==> src/rtl/alu_ctrl_pkg.sv <==
// Shared definitions for the nibble-serial ALU controller and its 4-bit adder.
package alu_ctrl_pkg;

    localparam int NIB_W = 4;

    localparam logic OP_ADD = 1'b0;
    localparam logic OP_SUB = 1'b1;

    typedef enum logic [1:0] {
        ST_IDLE = 2'd0,
        ST_ADD  = 2'd1,
        ST_NEG  = 2'd2,
        ST_DONE = 2'd3
    } state_e;

endpackage

==> src/rtl/ripple_adder4.sv <==
// Plain 4-bit ripple-carry adder; the only arithmetic element of the serial ALU.
module ripple_adder4
    import alu_ctrl_pkg::*;
(
    input  logic [NIB_W-1:0] a_i,
    input  logic [NIB_W-1:0] b_i,
    input  logic             cin_i,
    output logic [NIB_W-1:0] sum_o,
    output logic             cout_o
);

    logic [NIB_W-1:0] sum;
    logic             c;

    always_comb begin
        sum = '0;
        c   = cin_i;
        for (int k = 0; k < NIB_W; k++) begin
            sum[k] = a_i[k] ^ b_i[k] ^ c;
            c      = (a_i[k] & b_i[k]) | (c & (a_i[k] ^ b_i[k]));
        end
    end

    assign sum_o  = sum;
    assign cout_o = c;

endmodule

==> src/rtl/nibble_serial_alu_ctrl.sv <==
// Multi-nibble add/sub sequenced through one ripple_adder4, one nibble per clock.
// MAG_SIGN_OUT_EN: borrowing subtracts return |A-B| via an extra nibble-serial NEG pass.
module nibble_serial_alu_ctrl
    import alu_ctrl_pkg::*;
#(
    parameter int NIBBLES = 4
) (
    input  logic                     clk_i,
    input  logic                     reset_i,
    input  logic                     in_valid_i,
    output logic                     in_ready_o,
    input  logic                     in_op_i,
    input  logic [NIB_W*NIBBLES-1:0] in_a_i,
    input  logic [NIB_W*NIBBLES-1:0] in_b_i,
    output logic                     out_valid_o,
    input  logic                     out_ready_i,
    output logic [NIB_W*NIBBLES-1:0] out_result_o,
    output logic                     out_carry_o,
    output logic                     out_neg_o,
    output logic                     out_zero_o,
    output logic                     out_ovf_o
);

    localparam int         W        = NIB_W * NIBBLES;
    localparam logic [2:0] CNT_LAST = 3'(NIBBLES - 1);

    state_e           state_q, state_d;
    logic [W-1:0]     a_q, a_d, b_q, b_d, res_q, res_d;
    logic             op_q, op_d, c_q, c_d, fc_q, fc_d, ovf_q, ovf_d;
    logic [2:0]       cnt_q, cnt_d;

    logic [NIB_W-1:0] add_a, add_b, add_sum;
    logic             add_cin, add_cout;

    ripple_adder4 u_adder (
        .a_i    (add_a),
        .b_i    (add_b),
        .cin_i  (add_cin),
        .sum_o  (add_sum),
        .cout_o (add_cout)
    );

    always_comb begin
        state_d = state_q;
        a_d     = a_q;
        b_d     = b_q;
        op_d    = op_q;
        res_d   = res_q;
        c_d     = c_q;
        fc_d    = fc_q;
        ovf_d   = ovf_q;
        cnt_d   = cnt_q;
        add_a   = a_q[NIB_W-1:0];
        add_b   = (op_q == OP_SUB) ? ~b_q[NIB_W-1:0] : b_q[NIB_W-1:0];
        add_cin = c_q;
`ifdef MAG_SIGN_OUT_EN
        if (state_q == ST_NEG) begin
            add_a = ~res_q[NIB_W-1:0];
            add_b = '0;
        end
`endif
        case (state_q)
            ST_IDLE: begin
                if (in_valid_i) begin
                    a_d     = in_a_i;
                    b_d     = in_b_i;
                    op_d    = in_op_i;
                    c_d     = in_op_i;
                    cnt_d   = CNT_LAST;
                    state_d = ST_ADD;
                end
            end
            ST_ADD: begin
                // operands shift down, result fills from the top nibble
                res_d = {add_sum, res_q[W-1:NIB_W]};
                a_d   = a_q >> NIB_W;
                b_d   = b_q >> NIB_W;
                c_d   = add_cout;
                cnt_d = cnt_q - 3'd1;
                if (cnt_q == 3'd0) begin
                    fc_d    = add_cout;
                    ovf_d   = (add_a[NIB_W-1] == add_b[NIB_W-1]) &&
                              (add_sum[NIB_W-1] != add_a[NIB_W-1]);
                    state_d = ST_DONE;
`ifdef MAG_SIGN_OUT_EN
                    if (op_q == OP_SUB && !add_cout) begin
                        c_d     = 1'b1;
                        cnt_d   = CNT_LAST;
                        state_d = ST_NEG;
                    end
`endif
                end
            end
`ifdef MAG_SIGN_OUT_EN
            ST_NEG: begin
                res_d = {add_sum, res_q[W-1:NIB_W]};
                c_d   = add_cout;
                cnt_d = cnt_q - 3'd1;
                if (cnt_q == 3'd0) begin
                    state_d = ST_DONE;
                end
            end
`endif
            ST_DONE: begin
                if (out_ready_i) begin
                    state_d = ST_IDLE;
                end
            end
            default: state_d = ST_IDLE;
        endcase
    end

    always_ff @(posedge clk_i) begin
        if (reset_i) begin
            state_q <= ST_IDLE;
            a_q     <= '0;
            b_q     <= '0;
            op_q    <= 1'b0;
            res_q   <= '0;
            c_q     <= 1'b0;
            fc_q    <= 1'b0;
            ovf_q   <= 1'b0;
            cnt_q   <= '0;
        end else begin
            state_q <= state_d;
            a_q     <= a_d;
            b_q     <= b_d;
            op_q    <= op_d;
            res_q   <= res_d;
            c_q     <= c_d;
            fc_q    <= fc_d;
            ovf_q   <= ovf_d;
            cnt_q   <= cnt_d;
        end
    end

    // outputs are masked outside DONE so partial results never escape
    logic done;
    assign done         = (state_q == ST_DONE);
    assign in_ready_o   = (state_q == ST_IDLE);
    assign out_valid_o  = done;
    assign out_result_o = done ? res_q : '0;
    assign out_carry_o  = done & fc_q;
    assign out_neg_o    = done & (op_q == OP_SUB) & ~fc_q;
    assign out_zero_o   = done & (res_q == '0);
    assign out_ovf_o    = done & ovf_q;

endmodule

==> config.mk <==
export PLATFORM = sky130hd
export DESIGN_NAME = nibble_serial_alu_ctrl
export DESIGN_NICKNAME = d
export VERILOG_FILES = /design/src/rtl/alu_ctrl_pkg.sv /design/src/rtl/ripple_adder4.sv /design/src/rtl/nibble_serial_alu_ctrl.sv
export SDC_FILE = /design/constraint.sdc
export NUM_CORES = 1
export LEC_CHECK = 0
export ABC_CLOCK_PERIOD_IN_PS = 4100
export BUFFER_PORTS_ARGS = -buffer_cell sky130_fd_sc_hd__buf_2
export CAP_MARGIN = 20
export CORE_ASPECT_RATIO = 1.4
export CORE_UTILIZATION = 54
export CTS_CLUSTER_SIZE = 20
export DETAILED_ROUTE_END_ITERATION = 16
export MAX_ROUTING_LAYER = met4
export PLACE_DENSITY = 0.83
export SYNTH_ARGS = -nofsm -noshare
export SYNTH_HDL_FRONTEND = slang
export SYNTH_SLANG_ARGS = --single-unit
==> constraint.sdc <==
create_clock -name clk_i -period 4.1 [get_ports clk_i]
set_clock_uncertainty 0.15 [all_clocks]
set_input_delay 0.41 -clock clk_i [delete_from_list [all_inputs] [get_ports clk_i]]
set_output_delay 0.41 -clock clk_i [all_outputs]
set_load 0.01 [all_outputs]
==> metrics.md, run 1 <==
| Metric | Value |
|---|---|
| Status | `complete, no violations` |
| Pint | `0.954 mW` |
| Die area | `5520 um2` |
| Max Cap Viol | `0` |
| Final setup TNS | `0 ns` |
| Post CTS Setup Buffer Count | `0` |
| H-tree depth | `3` |
| CP Class | `reg -> reg` |
| Synth area leader | `dfxtp_1` |
| CP Launch Point | `op_q` |
| Startpoint Class | `flop` |
| CTS tree | `done` |
| Post-route cell area | `3230 um2` |
| Std cell rows | `30` |
| Leakage | `~1.4 nW` |
| Peak supply drop | `between 200 and 300 uV` |
| Synth top area cells | `dfxtp_1 40%, a211oi_2 11%, mux2i_1 9.6%` |
| R2R Setup Slk | `roughly 1.1 ns` |
| FF-to-FF Start | `op_q` |
| Drt drc | `0` |
| Final Net Count | `392` |
| Synth warn | `0` |
| First-pass GRT wire length | `9490 um` |
| Die Y | `87.5 um` |
| Hold slack | `0.177 ns` |
| Worst Tran Pin Value | `about 0.91 ns` |
| Worst-path maximum fanout | `6` |
| Post-synth top area share | `0.405` |
| Final hold violations | `0` |
| Vias per cell | `approximately 5.5` |
| Total number of vias | `2275` |
| Avg Inst Size Synth | `9.40 um2` |
| FF-to-FF path depth | `11` |
| DRT Wirelength | `about 5700 um` |
| PostCTS Resize Cnt | `0` |
| Post-synth EDFFs | `0` |
| # IOs | `59` |
| Crit path DAT | `3.11 ns` |
| Critical path data required time | `between 4 and 5 ns` |
| Gate power share | `0.185` |
| DRT iter0 DRCs | `136` |
| Cell area after synthesis | `2820 um2` |
| Pre-antenna DRT Iters | `5` |
| PortBufs | `58` |
| Post-Syn Nets | `344` |
| Initial antenna violation count | `0` |
| Sw power | `0.370 mW` |
| Mean routed wirelength per cell | `13.7 um` |
| RSZ-0062 raised after global routing | `no` |
| Gr ovfl total | `0` |
| Hold-fix buffers at CTS | `0` |
| Core area | `slightly below 5000 um2` |
| Setup crit end | `ovf_q` |
| Count of cell types in the netlist | `36` |
| Sequential share of the synthesized area | `0.405` |
| Final antenna-violating net count | `0` |
| Async SR Flop Fraction | `0` |
| Clk slew on worst S/H paths | `0.06 ns` |
| Gr usage total | `0.234` |
| Register share of total power | `0.481` |
| Total CTS buffers | `9` |
| Final core utilization | `0.658` |
| Initial core utilization | `0.573` |
| Period utilisation layout | `0.734` |
| Filler cell count | `427` |
| Ant. Diodes | `0` |
| Skew-Pair Late Insertion Delay | `0.33 ns` |
| Setup violations, final | `0` |
| Clock Sink Count | `57` |
| Sw Share | `0.279` |
| Vias in the first global route | `2101` |
| Top_reg_cell synth | `dfxtp_1` |
| Worst hold path class | `in -> reg` |
| Flops & latches, synth | `57` |
| Die Wd | `between 60 and 70 um` |
| GPL Wtd Cong | `0.847` |
| Clock power share | `0.334` |
| Layout cell share with drive strength beyond 1 | `0.291` |
| Post-DP HPWL | `3920 um` |
| Area grow syn2layout | `14.7%` |
| Syn Inst Count | `300` |
| F_max | `0.332 GHz` |
| Pwr per Cell Area | `409 nW/um2` |
| Final min period | `~3 ns` |
| Crit. End Element | `flop` |
| Max-slew violation count | `0` |
| Root Buffer | `clkbuf_8` |
| Clock Tree Buf Depth | `2` |
| DP Area | `3070 um2` |
| Max-Slew Margin vs Limit | `0.390` |
| Largest net degree at the start of global routing | `59` |
| Worst reg2reg endpoint | `ovf_q` |
## synth_stat cells, types with 5 or more instances
cell      number
a211oi_2      25
a21oi_1       22
and3_1        18
buf_2          8
clkbuf_1       9
dfxtp_1       57
inv_1          9
mux2i_1       27
nand2_1       32
nand3b_1       5
nor2_1        37
o21ai_0        6
## state kept, by name (all words and copies together), names as in the netlist
register  cells
res_q        16
ovf_q         1
state_q       2
a_q          16
b_q          16
cnt_q         3
op_q          1
fc_q          1
add_cin       1
## routing by layer
layer | track usage | routed length, um | up-vias | share of wire
li1 | - | - | 1133 | -
met4 | 0.146 | 164 | 0 | 0.029
met1 | 0.264 | 2450 | 1058 | 0.43
met3 | 0.0550 | 308 | 14 | 0.054
met5 | - | 0 | - | 0
met2 | 0.373 | 2780 | 70 | 0.49
## power groups by stage
| stage | clock network (mW) | registers, mW | logic (mW) |
|---|---|---|---|
| 2_1_floorplan | 0 | 0.635 | 0.207 |
| 3_3_place_gp | 0 | 0.646 | 0.236 |
| 3_5_place_dp | 0 | 0.648 | 0.245 |
| 4_1_cts | 0.453 | 0.636 | 0.247 |
| 5_1_grt | 0.478 | 0.642 | 0.273 |
| 6_report | 0.442 | 0.637 | 0.245 |
## worst max-delay path, cell delays in order, from the launching register on
cell and delay [ns]:
dfxtp_1 0.48, xnor2_1 0.12, fa_1 0.37, inv_1 0.08, fa_1 0.17, inv_1 0.06, fa_1 0.37, inv_1 0.09
fa_1 0.44, xnor2_1 0.14, or3_1 0.31, a21oi_1 0.16
## cells in the final DEF (no fill, tap or decap), drive strengths merged, types with 4 or more instances in the layout
master / Yosys / layout
nor2: 37 / 37
and3: 18 / 18
o21ai: 6 / 6
fa: 4 / 4
clkbuf: 9 / 14
a21oi: 22 / 22
mux2i: 27 / 27
a211oi: 28 / 28
nand2: 32 / 32
inv: 9 / 9
nand3b: 5 / 5
dfxtp: 57 / 57
buf: 16 / 62
## how the worst min path moves through the flow
stage                    start       to  slack [ns]  cells after the start
global route        in_a_i[13]  a_q[13]        0.18                      3
floorplan                ovf_q    ovf_q        0.28                      2
CTS                 in_a_i[12]  a_q[12]        0.16                      3
global placement         ovf_q    ovf_q        0.29                      2
detailed placement       ovf_q    ovf_q        0.31                      2
finish              in_a_i[12]  a_q[12]        0.18                      3
## cell families after synthesis
group,count (synthesis),synth area share
buffers and inverters,34,0.0648
xor gates and xnor gates,5,0.0155
muxes,27,0.0959
AOI/OAI and AO/OA,63,0.189
adders and majority gates,7,0.0417
and+or+nand+nor,107,0.189
DFF,57,0.405
## stage by stage
step           cells  total power, mW  setup slack [ns]
2_1_floorplan    300            0.842              1.26
3_3_place_gp     401            0.882              1.29
3_5_place_dp     401            0.893              1.11
4_1_cts          415             1.34              1.09
5_1_grt          415             1.39             0.989
6_report         415             1.32              1.09
## layout make-up
class / count / area, um2 / area share
repair buffers: 62 / 320 / 0.0990
multi-input cells: 209 / 1500 / 0.462
well taps: 64 / 80.1 / 0.0248
flip-flops and latches: 57 / 1140 / 0.353
inverters: 9 / 33.8 / 0.0104
clock buffers: 14 / 163 / 0.0503
No activity file was read; power rests on OpenSTA's default activity.
==> run 2, diff against run 1 <==
--- a/config.mk
+++ b/config.mk
@@ -5,7 +5,7 @@
 export SDC_FILE = /design/constraint.sdc
 export NUM_CORES = 1
 export LEC_CHECK = 0
-export ABC_CLOCK_PERIOD_IN_PS = 4100
+export ABC_CLOCK_PERIOD_IN_PS = 2770
 export BUFFER_PORTS_ARGS = -buffer_cell sky130_fd_sc_hd__buf_2
 export CAP_MARGIN = 20
 export CORE_ASPECT_RATIO = 1.4
==> constraint.sdc (replaced) <==
create_clock -name clk_i -period 2.77 [get_ports clk_i]
set_clock_uncertainty 0.15 [all_clocks]
set_input_delay 0.277 -clock clk_i [delete_from_list [all_inputs] [get_ports clk_i]]
set_output_delay 0.277 -clock clk_i [all_outputs]
set_load 0.01 [all_outputs]
==> run 2 against run 1 <==
Power up 51%. Critical endpoint unchanged. Worst setup slack got worse by 1.0 ns. Cell count increased by 1.2%. Global-route usage fell by 0.068 points.
==> metrics.md, run 2 (synthesis results as in run 1) <==
| Metric | Value |
|---|---|
| Status | `complete, no violations` |
| Crit path DAT | `2.84 ns` |
| Initial antenna violation count | `0` |
| CTS tree | `done` |
| Worst hold path class | `in -> reg` |
| Leakage | `1.46 nW` |
| DRT Wirelength | `5720 um` |
| # IOs | `59` |
| Clk slew on worst S/H paths | `0.06 ns` |
| Clock Sink Count | `57` |
| Final hold violations | `0` |
| Initial core utilization | `0.573` |
| CP Class | `reg -> reg` |
| Std cell rows | `30` |
| Ant. Diodes | `0` |
| Die Y | `87.5 um` |
| Vias in the first global route | `2138` |
| Crit. End Element | `flop` |
| Pre-antenna DRT Iters | `4` |
| Worst Tran Pin Value | `0.533 ns` |
| Die Wd | `about 63 um` |
| Max Cap Viol | `0` |
| DP Area | `roughly 3100 um2` |
| Commonest non-fill, non-tap cells in the layout | `58 x buf_2, 55 x dfxtp_1, 37 x nor2_1` |
| Hold slack | `0.0341 ns` |
| Root Buffer | `clkbuf_8` |
| Final min period | `2.72 ns` |
| PortBufs | `slightly below 60` |
| Final antenna-violating net count | `0` |
| Core area | `between 4000 and 5000 um2` |
| Largest regs | `a_q x16, b_q x16, res_q x16` |
| First-pass GRT wire length | `9620 um` |
| H-tree depth | `3` |
| Max-Slew Margin vs Limit | `0.645` |
| Largest net degree at the start of global routing | `58` |
| RSZ-0062 raised after global routing | `yes` |
| DRT iter0 DRCs | `89` |
| Vias per cell | `5.45` |
| Post-route cell area | `3300 um2` |
| GPL Wtd Cong | `0.824` |
| Max-slew violation count | `0` |
| Clock Tree Buf Depth | `2` |
| Die area | `5520 um2` |
| Setup violations, final | `0` |
| Post-DP HPWL | `just under 4000 um` |
| Worst-path maximum fanout | `2` |
| Gr ovfl total | `0` |
| Critical path data required time | `about 2.9 ns` |
| Drt drc | `0` |
| Startpoint Class | `flop` |
| Peak supply drop | `537 uV` |
| Gr usage total | `0.234` |
| F_max | `0.367 GHz` |
| Commonest non-fill, non-tap cell in the layout | `buf_2` |
| Pwr per Cell Area | `607 nW/um2` |
| Layout cell share with drive strength beyond 1 | `0.312` |
| Total CTS buffers | `9` |
| Total Power | `2.00 mW` |
| Total number of vias | `2290` |
| Final Net Count | `395` |
| Hold-fix buffers at CTS | `0` |
| Mean routed wirelength per cell | `13.6 um` |
| Area grow syn2layout | `17.0%` |
| Period utilisation layout | `0.983` |
| Final core utilization | `0.670` |
| Skew-Pair Late Insertion Delay | `0.34 ns` |
## run 2: changes by cell type in the layout (fill, tap and decap cells not counted)
cell | before | now
buf_4 | 4 | 5
inv_2 | 0 | 1
fa_2 | 0 | 1
buf_12 | 0 | 2
inv_1 | 9 | 8
clkbuf_1 | 3 | 2
clkinv_2 | 0 | 3
dfxtp_1 | 56 | 55
dfxtp_2 | 1 | 2
fa_1 | 4 | 3
## run 2: critical path, cell delays in order (launching register included)
cell and delay [ns]:
dfxtp_1 0.32, xnor2_1 0.14, fa_2 0.34, inv_2 0.06, fa_1 0.15, inv_1 0.05, fa_1 0.35, inv_1 0.07
fa_1 0.44, xnor2_1 0.14, or3_1 0.31, a21oi_1 0.14
## run 2: final timing paths
check | from | end | slack [ns] | cells after the start
max | op_q | ovf_q | 0.05 | 11
max reg2reg | op_q | ovf_q | 0.05 | 11
min reg2reg | ovf_q | ovf_q | 0.30 | 2
min | in_a_i[13] | a_q[13] | 0.03 | 3
## run 2: cell type report
cell class	instances	area, um2
clock buffers	13	159
clock inverters	3	15.0
fillers	417	1620
inverters	9	33.8
multi-input cells	209	1500
flip-flops and latches	57	1140
well taps	64	80.1
repair buffers	65	368
## run 2: per-layer routing
layer	vias to the layer above	wire length, um	global-route usage
met4	0	101	0.114
met5	-	0	-
met1	1075	2470	0.255
li1	1145	-	-
met2	60	2900	0.400
met3	10	253	0.0510
## run 2: what timing repair did
| item | CTS | global route |
|---|---|---|
| resized for setup | 0 | 3 |
| endpoints found under the setup margin | 0 | 1 |
| setup buffers | 0 | 0 |
## run 2: power by group
part | leakage, nW | internal [mW] | total [mW] | switching [mW]
registers | 0.469 | 0.889 | 0.945 | 0.0561
clock network | 0.0932 | 0.369 | 0.682 | 0.313
logic | 0.894 | 0.169 | 0.373 | 0.203
total | 1.46 | 1.43 | 2.00 | 0.573
## run 2: through the flow
| stage | setup WS, ns | cells | setup TNS [ns] |
|---|---|---|---|
| floorplan | 0.00337 | 300 | 0 |
| global placement | 0.0752 | 404 | 0 |
| detailed placement | 0.0326 | 404 | 0 |
| CTS | 0.00294 | 420 | 0 |
| global route | -0.106 | 420 | -0.106 |
| finish | 0.0484 | 420 | 0 |
